`src/rtl/sysref_sync_sequencer.sv`:
```
`default_nettype none
// ============================================================================
// Module  : sysref_sync_sequencer
// Brief   : Arms, aligns and releases a synchronous start across JESD links by
//           gating a programmed number of SYSREF edges and pulsing sync_start.
// Revision: 1.0 - initial release
// ============================================================================
module sysref_sync_sequencer #(
    parameter int NUM_LINKS   = 4,
    parameter int SYNC_STAGES = 3,
    parameter int TIMEOUT_W   = 16
) (
    input  logic                 clk,
    input  logic                 reset,
    input  logic                 arm,
    input  logic                 disarm,
    input  logic                 ext_sync_mode,
    input  logic [3:0]           sysref_count,
    input  logic [TIMEOUT_W-1:0] timeout,
    input  logic                 ext_sync,
    input  logic                 sysref,
    input  logic [NUM_LINKS-1:0] links_ready,
    output logic                 sysref_out,
    output logic                 sync_start,
    output logic                 busy,
    output logic                 done,
    output logic                 timeout_err,
    output logic                 link_err
);

    typedef enum logic [2:0] {
        S_IDLE        = 3'd0,
        S_ARMED       = 3'd1,
        S_WAIT_EXT    = 3'd2,
        S_WAIT_SYSREF = 3'd3,
        S_DRAIN       = 3'd4,
        S_RELEASE     = 3'd5
    } state_t;

    state_t                 r_state;
    logic [SYNC_STAGES-1:0] r_ext_sync_meta;
    logic                   r_sysref_q;
    logic [3:0]             r_edge_target;
    logic [3:0]             r_edge_cnt;
    logic [TIMEOUT_W-1:0]   r_timeout;
    logic [TIMEOUT_W-1:0]   r_tcnt;
    logic                   r_sysref_out;
    logic                   r_sync_start;
    logic                   r_done;
    logic                   r_timeout_err;
    logic                   r_link_err;

    logic       w_ext_edge;
    logic       w_sysref_edge;
    logic       w_links_up;
    logic       w_gate_open;
    logic       w_tmo_active;
    logic       w_link_watch;
    logic       w_timed_out;
    logic       w_link_lost;
    logic       w_abort;
    logic       w_tcnt_max;
    logic [3:0] w_edge_cnt_nxt;

    assign w_ext_edge     = r_ext_sync_meta[SYNC_STAGES-2] & ~r_ext_sync_meta[SYNC_STAGES-1];
    assign w_sysref_edge  = sysref & ~r_sysref_q;
    assign w_links_up     = &links_ready;
    assign w_gate_open    = (r_state == S_WAIT_SYSREF) || (r_state == S_DRAIN);
    assign w_link_watch   = (r_state == S_WAIT_EXT) || w_gate_open;
    assign w_tmo_active   = (r_state == S_ARMED) || w_link_watch;
    assign w_timed_out    = w_tmo_active && (r_timeout != '0) && (r_tcnt == r_timeout);
    assign w_link_lost    = w_link_watch && !w_links_up;
    assign w_abort        = (r_state != S_IDLE) && (disarm || w_link_lost || w_timed_out);
    assign w_tcnt_max     = &r_tcnt;
    assign w_edge_cnt_nxt = r_edge_cnt + 4'd1;

    always_ff @(posedge clk or posedge reset) begin
        if (reset) begin
            r_state         <= S_IDLE;
            r_ext_sync_meta <= '0;
            r_sysref_q      <= 1'b0;
            r_edge_target   <= 4'd1;
            r_edge_cnt      <= '0;
            r_timeout       <= '0;
            r_tcnt          <= '0;
            r_sysref_out    <= 1'b0;
            r_sync_start    <= 1'b0;
            r_done          <= 1'b0;
            r_timeout_err   <= 1'b0;
            r_link_err      <= 1'b0;
        end else begin
            r_sysref_q      <= sysref;
            r_ext_sync_meta <= {r_ext_sync_meta[SYNC_STAGES-2:0], ext_sync};
            r_sysref_out    <= sysref & w_gate_open;
            r_sync_start    <= 1'b0;
            if (!w_tcnt_max) begin
                r_tcnt <= r_tcnt + 1'b1;
            end

            // Aborts share one exit; disarm is silent, link loss outranks timeout.
            if (w_abort) begin
                r_state <= S_IDLE;
                r_tcnt  <= '0;
                if (!disarm) begin
                    if (w_link_lost) begin
                        r_link_err <= 1'b1;
                    end else begin
                        r_timeout_err <= 1'b1;
                    end
                end
            end else begin
                case (r_state)
                    S_IDLE: begin
                        r_tcnt <= '0;
                        if (arm && !disarm) begin
                            r_state       <= S_ARMED;
                            r_edge_target <= (sysref_count == 4'd0) ? 4'd1 : sysref_count;
                            r_timeout     <= timeout;
                            r_edge_cnt    <= '0;
                            r_done        <= 1'b0;
                            r_timeout_err <= 1'b0;
                            r_link_err    <= 1'b0;
                        end
                    end
                    S_ARMED: begin
                        if (w_links_up) begin
                            r_state <= ext_sync_mode ? S_WAIT_EXT : S_WAIT_SYSREF;
                            r_tcnt  <= '0;
                        end
                    end
                    S_WAIT_EXT: begin
                        if (w_ext_edge) begin
                            r_state <= S_WAIT_SYSREF;
                            r_tcnt  <= '0;
                        end
                    end
                    S_WAIT_SYSREF: begin
                        if (w_sysref_edge) begin
                            r_edge_cnt <= w_edge_cnt_nxt;
                            if (w_edge_cnt_nxt == r_edge_target) begin
                                r_state <= S_DRAIN;
                                r_tcnt  <= '0;
                            end
                        end
                    end
                    S_DRAIN: begin
                        if (!sysref) begin
                            r_state      <= S_RELEASE;
                            r_sync_start <= 1'b1;
                            r_tcnt       <= '0;
                        end
                    end
                    S_RELEASE: begin
                        r_state <= S_IDLE;
                        r_done  <= 1'b1;
                        r_tcnt  <= '0;
                    end
                    default: begin
                        r_state <= S_IDLE;
                        r_tcnt  <= '0;
                    end
                endcase
            end
        end
    end

    assign sysref_out  = r_sysref_out;
    assign sync_start  = r_sync_start;
    assign busy        = (r_state != S_IDLE);
    assign done        = r_done;
    assign timeout_err = r_timeout_err;
    assign link_err    = r_link_err;

endmodule
`default_nettype wire

```
`config.mk`:
```
export PLATFORM = sky130hd
export DESIGN_NAME = sysref_sync_sequencer
export DESIGN_NICKNAME = d
export VERILOG_FILES = /design/src/rtl/sysref_sync_sequencer.sv
export SDC_FILE = /design/constraint.sdc
export NUM_CORES = 1
export LEC_CHECK = 0
export CAP_MARGIN = 20
export CORE_ASPECT_RATIO = 2
export CORE_MARGIN = 2
export CORE_UTILIZATION = 45
export DETAILED_ROUTE_END_ITERATION = 8
export GPL_TIMING_DRIVEN = 0
export PLACE_DENSITY_LB_ADDON = 0.12
export SLEW_MARGIN = 20
export SYNTH_ARGS = -nofsm -noshare
export SYNTH_HDL_FRONTEND = slang
export SYNTH_SLANG_ARGS = --single-unit
```
`constraint.sdc`:
```
create_clock -name clk -period 3.6 [get_ports clk]
set_clock_uncertainty 0.15 [all_clocks]
set_input_delay 0.54 -clock clk [delete_from_list [all_inputs] [get_ports clk]]
set_output_delay 0.54 -clock clk [all_outputs]
set_load 0.02 [all_outputs]
```
Word-level counts from Yosys, hierarchy flattened

Index checks and enable logic that the tools add are counted.

Register bits after elaboration: 52
Latch bits: 0
RAM bits: 0
ROM bits: 0
Input bits: 31
Word-level logic and storage cells: 99
Memories kept: 0

Add/subtract/negate cells: 2
Multiply operators: 0
Div/mod/pow operators: 0
$lt $le $gt $ge: 0
Equal/unequal tests: 18
Shifts and indexed selects: 0
Muxes and demuxes: 33
Bitwise logic cells: 6
Reductions and logical operators: 28

Operators with widths:

| cell                                                                  | count |
|---|---|
| 16-bit 2-to-1 mux                                                     | 7 |
| 16-bit case mux with 4 select lines                                   | 1 |
| 3-bit 2-to-1 mux                                                      | 7 |
| 16-bit by 1-bit adder with 16-bit output, second input constant       | 1 |
| 16-bit equality test                                                  | 1 |
| 16-bit AND reduction                                                  | 1 |
| 4-bit AND reduction                                                   | 4 |
| 16-bit nonzero test                                                   | 1 |
| 3-bit inequality test, second input constant                          | 5 |
| 3-bit case mux with 5 select lines                                    | 1 |
| 1-bit 2-to-1 mux                                                      | 12 |
| 4-bit 2-to-1 mux                                                      | 3 |
| 2-bit inequality test, second input constant                          | 5 |
| 4-bit case mux with 2 select lines                                    | 1 |
| 2-bit nonzero test                                                    | 4 |
| 3-bit by 2-bit equality test with 1-bit output, second input constant | 2 |
| 3-bit equality test, second input constant                            | 2 |
| 3-bit AND reduction                                                   | 2 |
| 6-bit AND reduction                                                   | 1 |
| 1-bit logical AND                                                     | 5 |
| 1-bit logical OR                                                      | 5 |
| 4-bit by 1-bit adder with 4-bit output, second input constant         | 1 |
| 4-bit equality test                                                   | 1 |
| 4-bit zero test                                                       | 1 |
| 8 further kinds                                                       | 13 |

Logic depth before layout (Yosys ltp)

Gate-level depths: netlist of run 1.

Depth after elaboration: 10
Gate-level depth with buffers: 7

Worst setup path before layout of run 1

Ideal clock, no wire load.

Path kind: register to register
From: register r_edge_cnt[0]
To: register r_tcnt[10]
Library setup time: 0.123 ns
Data arrival time: 1.816 ns
Data required time: 3.327 ns
Setup slack: 1.511 ns
Stages on the path, launching flop included: 8
Path through: dfrtp_1 ha_1 xor2_1 nor3_1 a21oi_1 nor3_2 buf_2 nor3_1

Longest elaborated chain between the ends: 6

RTL lines:

| what                                   | line | RTL |
|---|---|---|
| start: declaration                     | 44   | `logic [3:0] r_edge_cnt;` |
| start signal: assignment               | 139  | `r_edge_cnt <= w_edge_cnt_nxt;` |
| 4-bit by 1-bit adder with 4-bit output | 75   | `assign w_edge_cnt_nxt = r_edge_cnt + 4'd1;` |
| 4-bit equality test                    | 140  | `if (w_edge_cnt_nxt == r_edge_target) begin` |
| 16-bit 2-to-1 mux                      | 140  |  |
| 16-bit 2-to-1 mux                      | 138  | `if (w_sysref_edge) begin` |
| 16-bit case mux with 4 select lines    | 112  | `case (r_state)` |
| 16-bit 2-to-1 mux                      | 101  | `if (w_abort) begin` |
| end signal: assignment                 | 97   | `r_tcnt <= r_tcnt + 1'b1;` |
| end: declaration                       | 46   | `logic [TIMEOUT_W-1:0] r_tcnt;` |

Every way passes these cells.
A chain may end at the register's enable or synchronous reset.

Worst setup path in the final report of run 1

From: input port sysref
To: register r_tcnt[6]

Longest elaborated chain between the ends: 4
Elaborated cells between the ends (all ways): 5
Classes of those cells: mux: 4; bitwise: 1

RTL lines:

| what                                    | line | RTL |
|---|---|---|
| start: declaration                      | 21   | `input logic sysref,` |
| 1-bit AND                               | 66   | `assign w_sysref_edge = sysref & ~r_sysref_q;` |
| 16-bit 2-to-1 mux                       | 138  |  |
| 16-bit case mux with 4 select lines (*) | 112  |  |
| 16-bit 2-to-1 mux (*)                   | 101  |  |

Mark *: on every way between the ends. The rest lies on a longest branch, timed or not.

==> results of run 1 <==
## cell families (layout without fill, tap and decap cells)
group                      Yosys count  count (layout)  synth area share, %
adders and majority gates            2               2               0.8833
xor gates and xnor gates            33              33                10.20
and+or+nand+nor                     97              97                18.77
AOI/OAI and AO/OA                   47              47                11.66
buffers and inverters               24              69                4.240
muxes                               21              21                8.260
DFF                                 52              52                45.98
## synth_stat cells (3+ instances only)
cell	count
nor4_1	12
o221ai_1	3
dfrtp_1	51
nand4_1	9
o211ai_1	3
mux2_2	19
a211oi_1	7
inv_1	12
xor2_1	18
nand2_1	16
nor3_1	18
o21ai_0	7
a21oi_1	12
buf_2	5
nor2_1	9
nand3_1	15
and3_1	5
xnor2_1	15
## worst register-to-register path, cell delays in order (launching register included)
cell     delay, ns
dfrtp_1       0.46
ha_1          0.35
xor2_1        0.14
nor3_1        0.27
a21oi_1       0.18
nor3_2        0.46
buf_2         0.32
nor3_1        0.08
## final cells by class
cell class | instances | area [sq um]
tap | 84 | 105.1
fill | 539 | 2575
sequential | 52 | 1303
clock buffer | 7 | 132.6
timing repair buffer | 37 | 380.4
inverter | 12 | 45.04
multi-input combinational | 200 | 1410
buffer | 12 | 75.07
clock inverter | 1 | 30.03
## power groups by stage
stage	registers, uW	logic [uW]	clock network, uW
2_1_floorplan	877	566	0
6_report	917	752	534
5_1_grt	939	834	570
3_5_place_dp	930	757	0
4_1_cts	919	759	549
3_3_place_gp	926	740	0
## path summary, 6_finish.rpt
check                                              from                            to  slack (ns)
hold / removal             r_ext_sync_meta[0]$_DFF_PP0_  r_ext_sync_meta[1]$_DFF_PP0_        0.20
hold reg to reg            r_ext_sync_meta[0]$_DFF_PP0_  r_ext_sync_meta[1]$_DFF_PP0_        0.20
max in group asynchronous                         reset           r_tcnt[1]$_DFF_PP0_        2.32
setup / recovery                                 sysref           r_tcnt[6]$_DFF_PP0_        0.90
min in group asynchronous                         reset  r_edge_target[3]$_DFFE_PP0P_        0.43
setup reg to reg              r_edge_cnt[0]$_DFFE_PP0P_           r_tcnt[6]$_DFF_PP0_        1.08
## state kept, by name (all words and copies together) (netlist names)
signal,count
r_edge_target,4
sysref_out,1
r_timeout,16
r_state,3
link_err,1
sync_start,1
r_tcnt,16
r_sysref_q,1
timeout_err,1
done,1
r_edge_cnt,4
r_ext_sync_meta,3
## stage by stage
step | cells | utilization [%] | cell area [sq um] | power [uW] | worst slack, ns
2_1_floorplan | 276 | - | 2833 | 1443 | 1.511
3_3_place_gp | 396 | 54.46 | 3298 | 1667 | 0.5596
3_5_place_dp | 397 | 54.79 | 3318 | 1687 | 0.5538
4_1_cts | 405 | 57.48 | 3481 | 2227 | 0.8669
5_1_grt | 405 | 57.48 | 3481 | 2343 | 0.7033
6_report | 405 | 57.48 | 3481 | 2204 | 0.9033
## metal layers
layer	up-vias	share of wire (%)	routed length, um
met3	17	2.4	157
met5	-	0	0
li1	1094	-	-
met2	41	58	3869
met4	0	3.6	237
met1	1112	36	2392
==> key figures, run 1 <==
Critical path
  – Crit path top cell by count: nor3_1
  – Crit-path max FO: 10
  – Crit path buf inv count: 2
  – Number of cells on the critical path: 7
  – Crit path kind: in -> reg
  – Worst path cell trace: clkdlybuf4s50_1 > nand2b_1 > nor3_1 > a21oi_1 > nor3_2 > buf_2 > nor3_1
  – Critical Path RT: 3.62 ns
  – Slowest CP cell: clkdlybuf4s50_1
  – CP delay by family, top: simple AND/OR/NAND/NOR gates
  – Crit path launch type: primary input
  – CP peak stage delay: 0.58 ns
  – Worst R2R Path Depth: 7
  – Arrival @ worst endpoint: 2.72 ns
  – CP endpoint kind: flop

Logic synthesis
  – Area of the mapped netlist: 0.002833 sq mm
  – Post-synthesis cell type count: 46
  – FFs w/ async S/R, synth: 100.0%
  – Largest cells by area after synthesis: dfrtp_1, mux2_2, xor2_1, xnor2_1, nor3_1
  – Yosys reg bits: 52
  – Most common flop cell mapped by yosys: dfrtp_1
  – Ys Warns: 0
  – Post-synth EDFFs: 0
  – Cells after synthesis: 276
  – Syn Area/Cell: 10.26 sq um
  – Leading area contributor after synthesis: dfrtp_1
  – Post-synth top area share: 45.05%
  – Syn Nets: 309
  – Sequential-to-total area share from yosys stat: 45.98%

Floorplanning
  – Core Rows: 40
  – CORE AREA: 0.006056 sq mm
  – I/O pins: 37
  – Die span in y: 116.2 um
  – Die footprint: 0.006984 sq mm
  – Die X-Extent: 60.10 um
  – Initial core utilization: 46.78%

Clocking
  – CTS Sinks: 52
  – Buffer count from post-CTS setup fixing: 0
  – PostCTS Resize Cnt: 0
  – Clk root buf: clkbuf_16
  – Hold-fix buffers at CTS: 0
  – Total CTS buffers: 5
  – CTS tree: built
  – Clock Pin Slew Worst Setup and Hold Paths: 0.07 ns
  – H-tree depth: 2
  – Worst-Skew Late Latency: 0.29 ns
  – Worst-case clock buffer depth: 2

Drt
  – DRT Pass-1 Iters: 4
  – Initial drt markers: 74
  – DRT antenna net count: 0
  – Vias per cell: 5.590
  – Total number of vias: 2264
  – DRC: 0
  – Total Wirelength: 6657 um
  – WL/cell: 16.44 um

Power
  – Combinational Power Share: 34.1%
  – IR Drop Worst-Case VDD: 0.0004344 V
  – Pleak: 0.001438 uW
  – Clock power share: 24.2%
  – Switching pwr: 765.3 uW
  – Seq pwr share: 41.6%
  – Net Sw Frac: 34.73%
  – Cell Pwr Density: 633.0 mW/mm^2
  – Internal: 1438 uW

Final layout
  – Ant. Diodes: 0
  – Most common cell after layout, fill and taps aside: dfrtp_1
  – Area Growth Syn to Fin: 22.88%
  – Nets: 353
  – Layout cells sized above 1: 13.71%
  – Commonest non-fill, non-tap cells in the layout: dfrtp_1, clkdlybuf4s50_1, mux2_2, nor3_1, xor2_1

STA
  – Minimum clock period: 2.697 ns
  – Slew HR: 61.01%
  – Setup TNS: 0 ns
  – # setup viols final: 0
  – RSZ-0062 raised after global routing: false
  – Slew Viols, Final: 0
  – Worst Hold Slack: 0.2048 ns
  – Final Cycle Share: 74.91%
  – Slew @ Worst Pin: 0.5848 ns
  – Fmax: 370.8 MHz
  – Final hold vios: 0

Job
  – Maxcap violations: 0

Global route
  – Largest net degree at the start of global routing: 33
  – Vias in the first global route: 2376
  – Global route hottest layer: met2
  – Grt met1 use: 23.19%
  – GR Util met2: 39.06%
  – Grt ovf: 0
  – Initial antenna violation count: 0
  – Total global routing track utilization: 21.49%
  – First-pass GRT wire length: 11210 um
  – M3 GR Usage: 3.101%

Placement
  – Post-DP HPWL: 5188 um
  – GPL Wtd Cong: 0.8894
  – Port bufs: 36

Hold path
  – Worst hold path depth: 0
  – Worst hold path class: reg -> reg

Outcome
  – Status: finished, final reports clean
(Power assumes the default switching activity.)
==> run 2: changes to the inputs <==
==> constraint.sdc (replaced) <==
create_clock -name clk -period 2.2 [get_ports clk]
set_clock_uncertainty 0.15 [all_clocks]
set_input_delay 0.33 -clock clk [delete_from_list [all_inputs] [get_ports clk]]
set_output_delay 0.33 -clock clk [all_outputs]
set_load 0.02 [all_outputs]
==> key figures, run 2 (synthesized netlist as in run 1, its figures left out) <==
Final layout
  – Ant. Diodes: 0
  – Commonest non-fill, non-tap cells in the layout: dfrtp_1, clkdlybuf4s50_1, mux2_2, xor2_1
  – Most common cell after layout, fill and taps aside: dfrtp_1
  – Layout cells sized above 1: 20.73%
  – Util after Layout: 59.90%
  – Largest regs: r_tcnt: 16 flops, r_timeout: 16 flops
  – Final instance area: 0.003627 sq mm
  – Nets: 360
  – Area Growth Syn to Fin: 28.05%

Drt
  – DRT Pass-1 Iters: 4
  – WL/cell: 16.79 um
  – DRC: 0
  – Initial drt markers: 67
  – Total number of vias: 2301
  – DRT antenna net count: 0
  – Vias per cell: 5.585
  – Total Wirelength: 6919 um

Outcome
  – Status: finished, final reports clean

Global route
  – Largest net degree at the start of global routing: 33
  – Initial antenna violation count: 0
  – First-pass GRT wire length: 11410 um
  – Total global routing track utilization: 21.88%
  – Vias in the first global route: 2439
  – Grt ovf: 0

STA
  – Minimum clock period: 2.106 ns
  – Slew HR: 68.14%
  – Final Cycle Share: 95.74%
  – # setup viols final: 0
  – Final hold vios: 0
  – Worst Hold Slack: 0.2055 ns
  – Final WS setup: 0.09370 ns
  – Slew @ Worst Pin: 0.4772 ns
  – RSZ-0062 raised after global routing: false
  – Fmax: 474.8 MHz
  – Slew Viols, Final: 0

Clocking
  – Clock Pin Slew Worst Setup and Hold Paths: 0.07 ns
  – Clk root buf: clkbuf_16
  – Worst-Skew Late Latency: 0.29 ns
  – H-tree depth: 2
  – CTS Sinks: 52
  – CTS tree: built
  – Total CTS buffers: 5
  – Worst-case clock buffer depth: 2

Critical path
  – Critical Path RT: 2.25 ns
  – Crit-path max FO: 10
  – CP endpoint kind: flop
  – Arrival @ worst endpoint: 2.16 ns
  – Crit path kind: reg -> reg
  – Crit path launch type: flop

Power
  – IR Drop Worst-Case VDD: 0.0007182 V
  – Cell Pwr Density: 1066 mW/mm^2
  – Pleak: 0.001495 uW

Placement
  – Post-DP HPWL: 5188 um
  – Setup slack after placement: -0.6362 ns
  – Port bufs: 36
  – GPL Wtd Cong: 0.8894
  – Placed Instance Area: 0.003318 sq mm

Floorplanning
  – I/O pins: 37
  – Die X-Extent: 60.10 um
  – CORE AREA: 0.006056 sq mm
  – Die span in y: 116.2 um
  – Die footprint: 0.006984 sq mm
  – Initial core utilization: 46.78%
  – Core Rows: 40

Hold path
  – Worst hold path class: reg -> reg

Job
  – Maxcap violations: 0
[run 2: cell count changes in the layout (fill, tap and decap cells not counted), moves of 2 or more]
cell       before  now
xnor2_2         0    2
dfrtp_2         0    4
a2111oi_2       0    2
a2111oi_0       2    0
nor3_4          0    3
buf_4           2    9
clkbuf_1        4    2
clkbuf_2        1    3
nor3_1         18   16
dfrtp_1        51   47
xnor2_1        15   13
[run 2: worst paths after layout]
| check | startpoint | to | slack, ns | cells past startpoint |
|---|---|---|---|---|
| max reg2reg | r_state[1]$_DFFE_PP0P_ | r_tcnt[13]$_DFF_PP0_ | 0.09 | 8 |
| min reg2reg | r_ext_sync_meta[0]$_DFF_PP0_ | r_ext_sync_meta[1]$_DFF_PP0_ | 0.21 | 0 |
| max in group asynchronous | reset | r_tcnt[8]$_DFF_PP0_ | 1.13 | 3 |
| max | r_state[1]$_DFFE_PP0P_ | r_tcnt[13]$_DFF_PP0_ | 0.09 | 8 |
| min in group asynchronous | reset | r_edge_target[3]$_DFFE_PP0P_ | 0.22 | 2 |
| min | r_ext_sync_meta[0]$_DFF_PP0_ | r_ext_sync_meta[1]$_DFF_PP0_ | 0.21 | 0 |
[run 2: timing repair]
action	4_1_cts	5_1_grt
buffers inserted	3	4
resized for setup	10	19
pin swaps	2	5
setup endpoints to repair	18	37
endpoints found under the hold margin	0	0
gates cloned	0	0
hold buffers	0	0
[run 2: per-stage QoR]
step           power (uW)  setup TNS, ns  std cells
2_1_floorplan        2361              0        276
3_3_place_gp         2727         -42.39        396
3_5_place_dp         2760         -13.55        397
4_1_cts              3781              0        408
5_1_grt              4097              0        412
6_report             3866              0        412
[run 2: cell type report]
type	instances	area [sq um]
well taps	84	105.1
clock buffers	7	132.6
repair buffers	44	432.9
inverters	12	45.04
clock inverters	1	30.03
fillers	526	2429
plain buffers	12	83.83
multi-input cells	200	1490
flip-flops and latches	52	1308
[run 2: power by group]
part / internal (uW) / switching, uW / total (uW) / leakage, uW
Combinational: 744 / 739 / 1480 / 0.000758
Sequential: 1220 / 287 / 1510 / 0.000659
Clock: 538 / 334 / 872 / 0.0000781
Total: 2510 / 1360 / 3870 / 0.00149
[run 2: metal layers]
metal  vias up  routed length [um]  track usage (%)
li1       1108                   -                -
met1      1121                2477            23.44
met2        52                3983            39.71
met3        20                 205            3.101
met4         0                 252            11.41
met5         -                   0                0
[run 2: critical path, cell delays in order (launching register included)]
cell and delay, ns:
dfrtp_1 0.46, buf_2 0.22, inv_1 0.16, nand3_1 0.09, a21oi_1 0.36, nor3_4 0.12
buf_4 0.17, buf_4 0.13, a211oi_1 0.15
